File: src/rtl/jpeg_dequant_pkg.sv
// Shared constants for the JPEG dequantizer.
//   BLK_SIZE     : coefficients per 8x8 block
//   QT_AW        : quantization table address width, {chroma, idx[5:0]}
//   LUMA_BASE    : first luma table entry
//   CHROMA_BASE  : first chroma table entry
//   DEFAULT_QT   : K.1 (luma, entries 0-63) and K.2 (chroma, entries 64-127)
//                  step tables in column order, index = col*8 + row.
package jpeg_dequant_pkg;

    localparam int BLK_SIZE = 64;
    localparam int QT_AW    = 7;
    localparam int QT_DEPTH = 128;

    localparam logic [QT_AW-1:0] LUMA_BASE   = 7'd0;
    localparam logic [QT_AW-1:0] CHROMA_BASE = 7'd64;

    localparam logic [7:0] DEFAULT_QT [0:QT_DEPTH-1] = '{
        // luma, one line per column of K.1
        8'd16, 8'd12, 8'd14, 8'd14, 8'd18, 8'd24, 8'd49, 8'd72,
        8'd11, 8'd12, 8'd13, 8'd17, 8'd22, 8'd35, 8'd64, 8'd92,
        8'd10, 8'd14, 8'd16, 8'd22, 8'd37, 8'd55, 8'd78, 8'd95,
        8'd16, 8'd19, 8'd24, 8'd29, 8'd56, 8'd64, 8'd87, 8'd98,
        8'd24, 8'd26, 8'd40, 8'd51, 8'd68, 8'd81, 8'd103, 8'd112,
        8'd40, 8'd58, 8'd57, 8'd87, 8'd109, 8'd104, 8'd121, 8'd100,
        8'd51, 8'd60, 8'd69, 8'd80, 8'd103, 8'd113, 8'd120, 8'd103,
        8'd61, 8'd55, 8'd56, 8'd62, 8'd77, 8'd92, 8'd101, 8'd99,
        // chroma, one line per column of K.2
        8'd17, 8'd18, 8'd24, 8'd47, 8'd99, 8'd99, 8'd99, 8'd99,
        8'd18, 8'd21, 8'd26, 8'd66, 8'd99, 8'd99, 8'd99, 8'd99,
        8'd24, 8'd26, 8'd56, 8'd99, 8'd99, 8'd99, 8'd99, 8'd99,
        8'd47, 8'd66, 8'd99, 8'd99, 8'd99, 8'd99, 8'd99, 8'd99,
        8'd99, 8'd99, 8'd99, 8'd99, 8'd99, 8'd99, 8'd99, 8'd99,
        8'd99, 8'd99, 8'd99, 8'd99, 8'd99, 8'd99, 8'd99, 8'd99,
        8'd99, 8'd99, 8'd99, 8'd99, 8'd99, 8'd99, 8'd99, 8'd99,
        8'd99, 8'd99, 8'd99, 8'd99, 8'd99, 8'd99, 8'd99, 8'd99
    };

endpackage

File: src/rtl/rom_dqtable.sv
// 128x8 quantization step table: one write port, one registered read port,
// single clock. Powers up with the default K.1/K.2 contents; reset never
// touches it, so runtime writes survive a reset.
// Ports:
//   clk   : clock
//   we    : write strobe
//   waddr : write address {chroma, idx}
//   wdata : write data
//   raddr : read address {chroma, idx}
//   rdata : registered read data, valid the cycle after raddr
import jpeg_dequant_pkg::*;

module rom_dqtable (
    input  logic             clk,
    input  logic             we,
    input  logic [QT_AW-1:0] waddr,
    input  logic [7:0]       wdata,
    input  logic [QT_AW-1:0] raddr,
    output logic [7:0]       rdata
);

    logic [7:0] mem [0:QT_DEPTH-1] = DEFAULT_QT;

    // Read and write share the edge; the non-blocking read returns the
    // value stored before a same-cycle write to the same address.
    always_ff @(posedge clk) begin
        if (we) begin
            mem[waddr] <= wdata;
        end
        rdata <= mem[raddr];
    end

endmodule

File: src/rtl/dequant.sv
// JPEG dequantizer: multiplies each quantized coefficient (column order)
// by the step from the luma or chroma table selected at start of block.
// Fixed 3-cycle pipeline, one coefficient per clock, no backpressure:
// a coefficient is transferred whenever en is high, and dq_en marks a
// result exactly three cycles later; there is no ready in either direction.
// Optional feature: define DEQUANT_SAT_EN to clamp the output to the
// signed OW range; otherwise the output is the low OW bits of the product.
// Ports:
//   clk, rstn            : clock, asynchronous active-low reset
//   en, sob, chroma, d   : coefficient valid, start of block, table select
//                          (sampled on en & sob), quantized coefficient
//   qt_we, qt_addr, qt_data : table write port, qt_addr = {chroma, idx}
//   dq_en, dq_sob, dq_eob, dq : output valid, coefficient 0, coefficient 63,
//                          dequantized coefficient
//   sync_err             : pulse when sob arrives inside an incomplete block
import jpeg_dequant_pkg::*;

module dequant #(
    parameter int QW = 12,
    parameter int OW = 16
) (
    input  logic                 clk,
    input  logic                 rstn,
    input  logic                 en,
    input  logic                 sob,
    input  logic                 chroma,
    input  logic [QW-1:0]        d,
    input  logic                 qt_we,
    input  logic [QT_AW-1:0]     qt_addr,
    input  logic [7:0]           qt_data,
    output logic                 dq_en,
    output logic                 dq_sob,
    output logic                 dq_eob,
    output logic [OW-1:0]        dq,
    output logic                 sync_err
);

    localparam int PW = QW + 9;

    // ---------------- stage 0: position tracking, table address ----------
    logic [5:0]       cnt;
    logic             chroma_q;
    logic [5:0]       eff_idx;
    logic             rd_tbl;
    logic [QT_AW-1:0] rd_addr;

    assign eff_idx = sob ? 6'd0 : cnt;
    assign rd_tbl  = sob ? chroma : chroma_q;
    assign rd_addr = {rd_tbl, eff_idx};

    always_ff @(posedge clk or negedge rstn) begin
        if (!rstn) begin
            cnt      <= 6'd0;
            chroma_q <= 1'b0;
        end else if (en) begin
            if (sob) begin
                cnt      <= 6'd1;
                chroma_q <= chroma;
            end else begin
                cnt <= cnt + 6'd1;   // 63 wraps to 0 naturally
            end
        end
    end

    // ---------------- stage 1: table read, delayed coefficient -----------
    logic [7:0]    step;
    logic          v1, sob1, eob1;
    logic [QW-1:0] d1;

    rom_dqtable u_table (
        .clk   (clk),
        .we    (qt_we),
        .waddr (qt_addr),
        .wdata (qt_data),
        .raddr (rd_addr),
        .rdata (step)
    );

    always_ff @(posedge clk or negedge rstn) begin
        if (!rstn) begin
            v1       <= 1'b0;
            sob1     <= 1'b0;
            eob1     <= 1'b0;
            d1       <= '0;
            sync_err <= 1'b0;
        end else begin
            v1       <= en;
            sob1     <= en && (eff_idx == 6'd0);
            eob1     <= en && (eff_idx == 6'(BLK_SIZE - 1));
            d1       <= d;
            sync_err <= en && sob && (cnt != 6'd0);
        end
    end

    // ---------------- stage 2: exact product ------------------------------
    logic                 v2, sob2, eob2;
    logic signed [PW-1:0] prod;

    always_ff @(posedge clk or negedge rstn) begin
        if (!rstn) begin
            v2   <= 1'b0;
            sob2 <= 1'b0;
            eob2 <= 1'b0;
            prod <= '0;
        end else begin
            v2   <= v1;
            sob2 <= sob1;
            eob2 <= eob1;
            // Operands are extended to PW bits by the assignment context,
            // so the signed product is exact. Step is always non-negative.
            prod <= $signed(d1) * $signed({1'b0, step});
        end
    end

    // ---------------- stage 3: output conversion --------------------------
    logic [OW-1:0] conv;

`ifdef DEQUANT_SAT_EN
    // In range exactly when every bit above the output sign bit equals
    // the product sign bit.
    always_comb begin
        conv = prod[OW-1:0];
        if (prod[PW-1:OW-1] != {(PW-OW+1){prod[PW-1]}}) begin
            conv = prod[PW-1] ? {1'b1, {(OW-1){1'b0}}} : {1'b0, {(OW-1){1'b1}}};
        end
    end
`else
    assign conv = prod[OW-1:0];
`endif

    always_ff @(posedge clk or negedge rstn) begin
        if (!rstn) begin
            dq_en  <= 1'b0;
            dq_sob <= 1'b0;
            dq_eob <= 1'b0;
            dq     <= '0;
        end else begin
            dq_en  <= v2;
            dq_sob <= sob2;
            dq_eob <= eob2;
            if (v2) begin
                dq <= conv;
            end
        end
    end

endmodule

File: config.mk
export PLATFORM = sky130hd
export DESIGN_NAME = dequant
export DESIGN_NICKNAME = d
export VERILOG_FILES = /design/src/rtl/jpeg_dequant_pkg.sv /design/src/rtl/rom_dqtable.sv /design/src/rtl/dequant.sv
export SDC_FILE = /design/constraint.sdc
export NUM_CORES = 2
export LEC_CHECK = 0
export ABC_AREA = 1
export CAP_MARGIN = 20
export CORE_ASPECT_RATIO = 0.75
export CORE_UTILIZATION = 50
export CTS_BUF_LIST = sky130_fd_sc_hd__clkbuf_2 sky130_fd_sc_hd__clkbuf_4 sky130_fd_sc_hd__clkbuf_8
export CTS_CLUSTER_SIZE = 28
export DETAILED_ROUTE_END_ITERATION = 8
export PLACE_DENSITY = 0.65
export SLEW_MARGIN = 25
export SYNTH_ARGS = -nofsm -noshare
export SYNTH_HDL_FRONTEND = slang
export SYNTH_SLANG_ARGS = --single-unit
File: constraint.sdc
create_clock -name clk -period 5.4 [get_ports clk]
set_clock_uncertainty 0.15 [all_clocks]
set_input_delay 1.35 -clock clk [delete_from_list [all_inputs] [get_ports clk]]
set_output_delay 1.35 -clock clk [all_outputs]
set_load 0.005 [all_outputs]
Yosys cells after proc, flatten, opt, wreduce, memory -nomap -nowiden

Memory sizes are Yosys's and may differ from the RTL's. A register that Yosys moved wholly into a read port is not among the register bits.
Index checks and enable logic that the tools add are counted.

Register bits after elaboration: 61
Bits in latches: 0
RAM bits: 1024
Bits in read-only memories: 0
Output and inout bits: 20
Logic and storage cells: 30
Memories kept: 1

Memory list:

| memory      | depth | width | rd ports | clocked after memory_dff | write ports | RTL line          | source |
|---|---|---|---|---|---|---|---|
| u_table.mem | 128   | 8     | 1        | 1                        | 1           | rom_dqtable.sv:22 | `logic [7:0] mem [0:QT_DEPTH-1] = DEFAULT_QT;` |

Add/subtract/negate cells: 1
Multipliers: 1
Divide/modulo/power cells: 0
$lt $le $gt $ge: 0
Equal/unequal tests: 1
Shifts and indexed selects: 0
Mux-type cells: 5
Bitwise gates (word level): 0
Reductions and logical operators: 6

Operators with widths:

| kind                | number |
|---|---|
| $mul 12x9->16       | 1 |
| $mux 6              | 2 |
| $add 6x1->6 const B | 1 |
| $eq 6x6->1 const B  | 1 |
| $logic_not 6->1     | 1 |
| $reduce_bool 6->1   | 1 |
| $logic_and 1x1->1   | 4 |
| $mux 1              | 3 |

Longest topological paths before layout

Depth in word-level cells: 3
Gate-level depth with buffers: 20
Depth with buffers taken out: 19

Hierarchy

From an unflattened synthesis, not the netlist that was laid out.

Cell total of the unflattened synthesis: 4154
Area, all modules: 47159.0 µm²

Modules (own cells, without submodules):

| module      | times used | cells an instance | area an instance (µm²) | seq. area each (µm²) |
|---|---|---|---|---|
| rom_dqtable | 1          | 3575              | 42104.1                | 30909.6 |
| dequant     | 1          | 579               | 5054.8                 | 1526.5 |

Least setup slack after synthesis

OpenSTA, ideal clock, no wires.

Path type: register to register
Start point: register u_table.rdata[0] (read register of u_table.mem)
End point: register prod[14]
Library setup time: 0.080 ns
Data arrival time: 3.854 ns
Setup slack: 1.316 ns
Stages on the path, launching flop included: 19
Period minus slack after synthesis: 4.084 ns
Path through: dfxtp_1 clkbuf_1 nand2_1 fa_1 inv_1 fa_1 inv_1 fa_1 fa_1 inv_1 ha_1 nand3_1 nand3_1 nand4_1 nand2_1 nand2_1 nand2_1 a21oi_1 xnor2_1

Longest elaborated chain between the ends: 1

RTL lines:

| what                 | RTL line          | source |
|---|---|---|
| from (decl)          | rom_dqtable.sv:19 | `output logic [7:0] rdata` |
| $mul 12x9->16        | dequant.sv:111    | `prod <= $signed(d1) * $signed({1'b0, step});` |
| to (signal assigned) | dequant.sv:111    |  |
| to (decl)            | dequant.sv:97     | `logic signed [PW-1:0] prod;` |

Every way passes these cells.
A chain may end at the register's enable or synchronous reset.

Final worst setup path

Start point: register u_table.rdata[3] (read register of u_table.mem)
End point: register prod[14]

Same word-level chain as after synthesis.

==> run summary <==
Primary FF master, synth: edfxtp_1
CP Data Required Time: 6010 ps
Max Slew Vio Count: 0
dpl ws: 674 ps
final setup fails: 0
library cells used by synthesis: 39
Ys Warns: 0
Chip Width: 356 um
hold endpoint: sob2
clk sinks: 1093
Worst Setup End Kind: flip-flop
post-synth top area share: 65.5%
full die area: 95200 um2
Root Buffer Master: clkbuf_8
TNS Setup: 0 ps
#FFs+latches synth: 1093
largest net degree at the start of global routing: 156
fin util: 56.3%
Non-Filler Instances: 5543
Post-Synthesis Cells: 4125
Core Region: 92200 um2
CP max FO: 14
worst hold path class: flip-flop to flip-flop
multi-input logic area: 12500 um2
die height: 267 um
Global Route Usage Sum: 26.4%
Clock power frac: 33.0%
post-CTS resize count: 0
Psw: 5.72 mW
fin nets: 4320
Antenna Nets Post-Route: 0
share of total power in sequential cells: 47.9%
# placed instances: 5254
Post-synth EDFFs: 1024
Via density: 5.63
H-tree depth: 4
WP data arrival: 5270 ps
layout cells sized above 1: 10.3%
first-pass GRT wire length: 186000 um
initial DRC count: 3938
slew at the pin closest to its max-slew limit: 1070 ps
Setup WS post-layout: 740 ps
drt first pass iters: 7
Internal: 14.4 mW
wire per inst: 22.4 um
r2r endpoint: prod[14]
Reg2Reg Launch Point: u_table.rdata[3]
RePlAce Congestion: 0.888
PD cells: 387 nW/um2
P_leak: 19.5 nW
filler instances: 7737
Hold WS: 199 ps
status: finished, violations left
metal2 WL: 52700 um
Avg Synthesized Cell Area: 11.4 um2
vias in the first global route: 29590
post-CTS setup buffer count: 0
IO Port Bufs: 52
max incr delay on CP: 930 ps
top cells by area, synth: edfxtp_1 (65%), nand2_1 (9.2%), nand3_1 (5.6%), dfrtp_1 (3.2%), nor2_1 (2.8%)
Slew HR: 28.9%
Critical Path Start: u_table.rdata[3]
Final Cell Area: 51900 um2
effective utilization at floorplan: 50.9%
violated checks: DRC
row cnt: 96
Residual DRC: 14
MaxCap Viol Count: 0
WL final: 124000 um
dominant cell type by area after synthesis: edfxtp_1
min-delay src: sob1
ys async rst share: 5.58%
IO Pins: 53
flip-flop and latch area: 32400 um2
worst reg2reg path depth: 16
Cell Chain, Critical Path: nand2_1 > fa_1 > inv_1 > fa_1 > fa_1 > inv_1 > fa_1 > inv_1 > ha_1 > a21oi_1 > o21a_1 > nand2_1 > nand2_1 > nand2_1 > a21oi_1 > xnor2_1
sequential area share after synthesis: 69.0%
highest metal used: met5
Max stage delay cell, worst path: dfxtp_1
final hold vios: 0
min cycle time layout: 4660 ps
RSZ-0062 raised after global routing: false
Startpoint Class: flip-flop
total power: 20.1 mW
initial antenna violation count: 3
sw frac: 28.4%
cell area after synthesis: 47000 um2
Setup CP Type: flip-flop to flip-flop
Peak VDD IR: 0.244 mV
Hold Path Cell Cnt: 0
clock buffer depth: 3
M1 WL: 54100 um
clock latency on the worst-skew pair: 850 ps
Worst R2R Setup Slack: 740 ps
clock-pin slew on the worst setup and hold paths: 70 ps
met3 WL: 14300 um
Congestion Overflow GR: 0
vias: 31234
total CTS buffers: 164
Tcrit/Tclk final: 86.3%
DP HPWL: 74500 um
Post-DP Area: 48800 um2
Layout area overhead: 10.6%
quantity of hold-fixing buffers added after cts: 0
Logic pwr share: 19.1%
Syn Nets: 4250
CTS tree: done
f_max: 215 MHz
[per-layer routing]
metal  GRT usage [%]  up-vias
li1                -    14269
met2            36.8     1605
met4            9.21        4
met3            6.34      195
met1            40.1    15161
met5           0.205        -
[worst max path at each step]
stage	to	cells after the start
floorplan	prod[14]	18
global placement	u_table.rdata[3]	12
detailed placement	u_table.rdata[3]	12
CTS	prod[14]	16
global route	prod[13]	19
finish	prod[14]	16
[logic make-up after synthesis]
group,synth area share [%]
AOI/OAI and AO/OA,3.68
adders and majority gates,3.39
buffers and inverters,4.38
muxes,0.384
xor gates and xnor gates,0.317
DFF,69.0
and+or+nand+nor,18.8
[flip-flops by register name, summed over array words and instances (netlist names), 6 cells and up]
register and cells:
prod 16, u_table.rdata 8, cnt 6, dq 16
d1 12, u_table.mem 1024
[cells in the final DEF (no fill, tap or decap), types with 29 or more instances in the layout]
cell	count
clkbuf_4	58
clkdlybuf4s50_1	43
fa_1	59
o21ai_1	29
ha_1	33
a21oi_1	75
o21ai_0	104
inv_1	232
nand3_1	529
buf_4	81
dfrtp_1	61
clkbuf_8	177
nor2_1	347
nand2_1	1144
clkinv_1	34
edfxtp_1	1024
o22ai_1	104
or2_2	60
[layout make-up]
class,instances,share of cell area (%)
timing repair buffer,142,2.66
inverter,238,1.75
tap,1225,2.95
antenna,2,0.00964
sequential,1093,62.4
clock inverter,52,0.549
clock buffer,235,5.53
multi-input combinational,2556,24.1
[cell usage after synthesis, types with 2 or more instances]
cell type and count:
nand2_1 1146, edfxtp_1 1024, nand3_1 529, nor2_1 348, inv_1 232, buf_2 139
o21ai_0 104, o22ai_1 104, a21oi_1 75, clkbuf_1 65, dfrtp_1 61, or2_2 60
fa_1 59, ha_1 33, o21ai_1 29, buf_4 20, mux2_2 16, nor3_1 14
buf_1 10, xor2_1 10, dfxtp_1 8, xnor2_1 7, or2_0 5, o211ai_1 4
inv_2 3, nor2_2 3, buf_6 2, clkbuf_2 2, inv_4 2, nand4_1 2
[power groups by stage]
stage | clock network (mW) | logic (mW) | registers [mW]
2_1_floorplan | 0 | 2.73 | 9.71
3_3_place_gp | 0 | 3.78 | 9.81
6_report | 6.64 | 3.84 | 9.64
3_5_place_dp | 0 | 3.84 | 9.81
4_1_cts | 6.74 | 3.86 | 9.64
5_1_grt | 7.08 | 4.39 | 9.65
[worst max-delay path, delay by kind of cell, from the launching register on]
kind            cells  cell delay [ps]
compound gates      3              440
xor+xnor            1              130
fa+ha+maj           5             2350
buf+inv             3              150
flops               1              930
simple gates        4              420
Note: power is estimated with default switching activity, not from simulation.
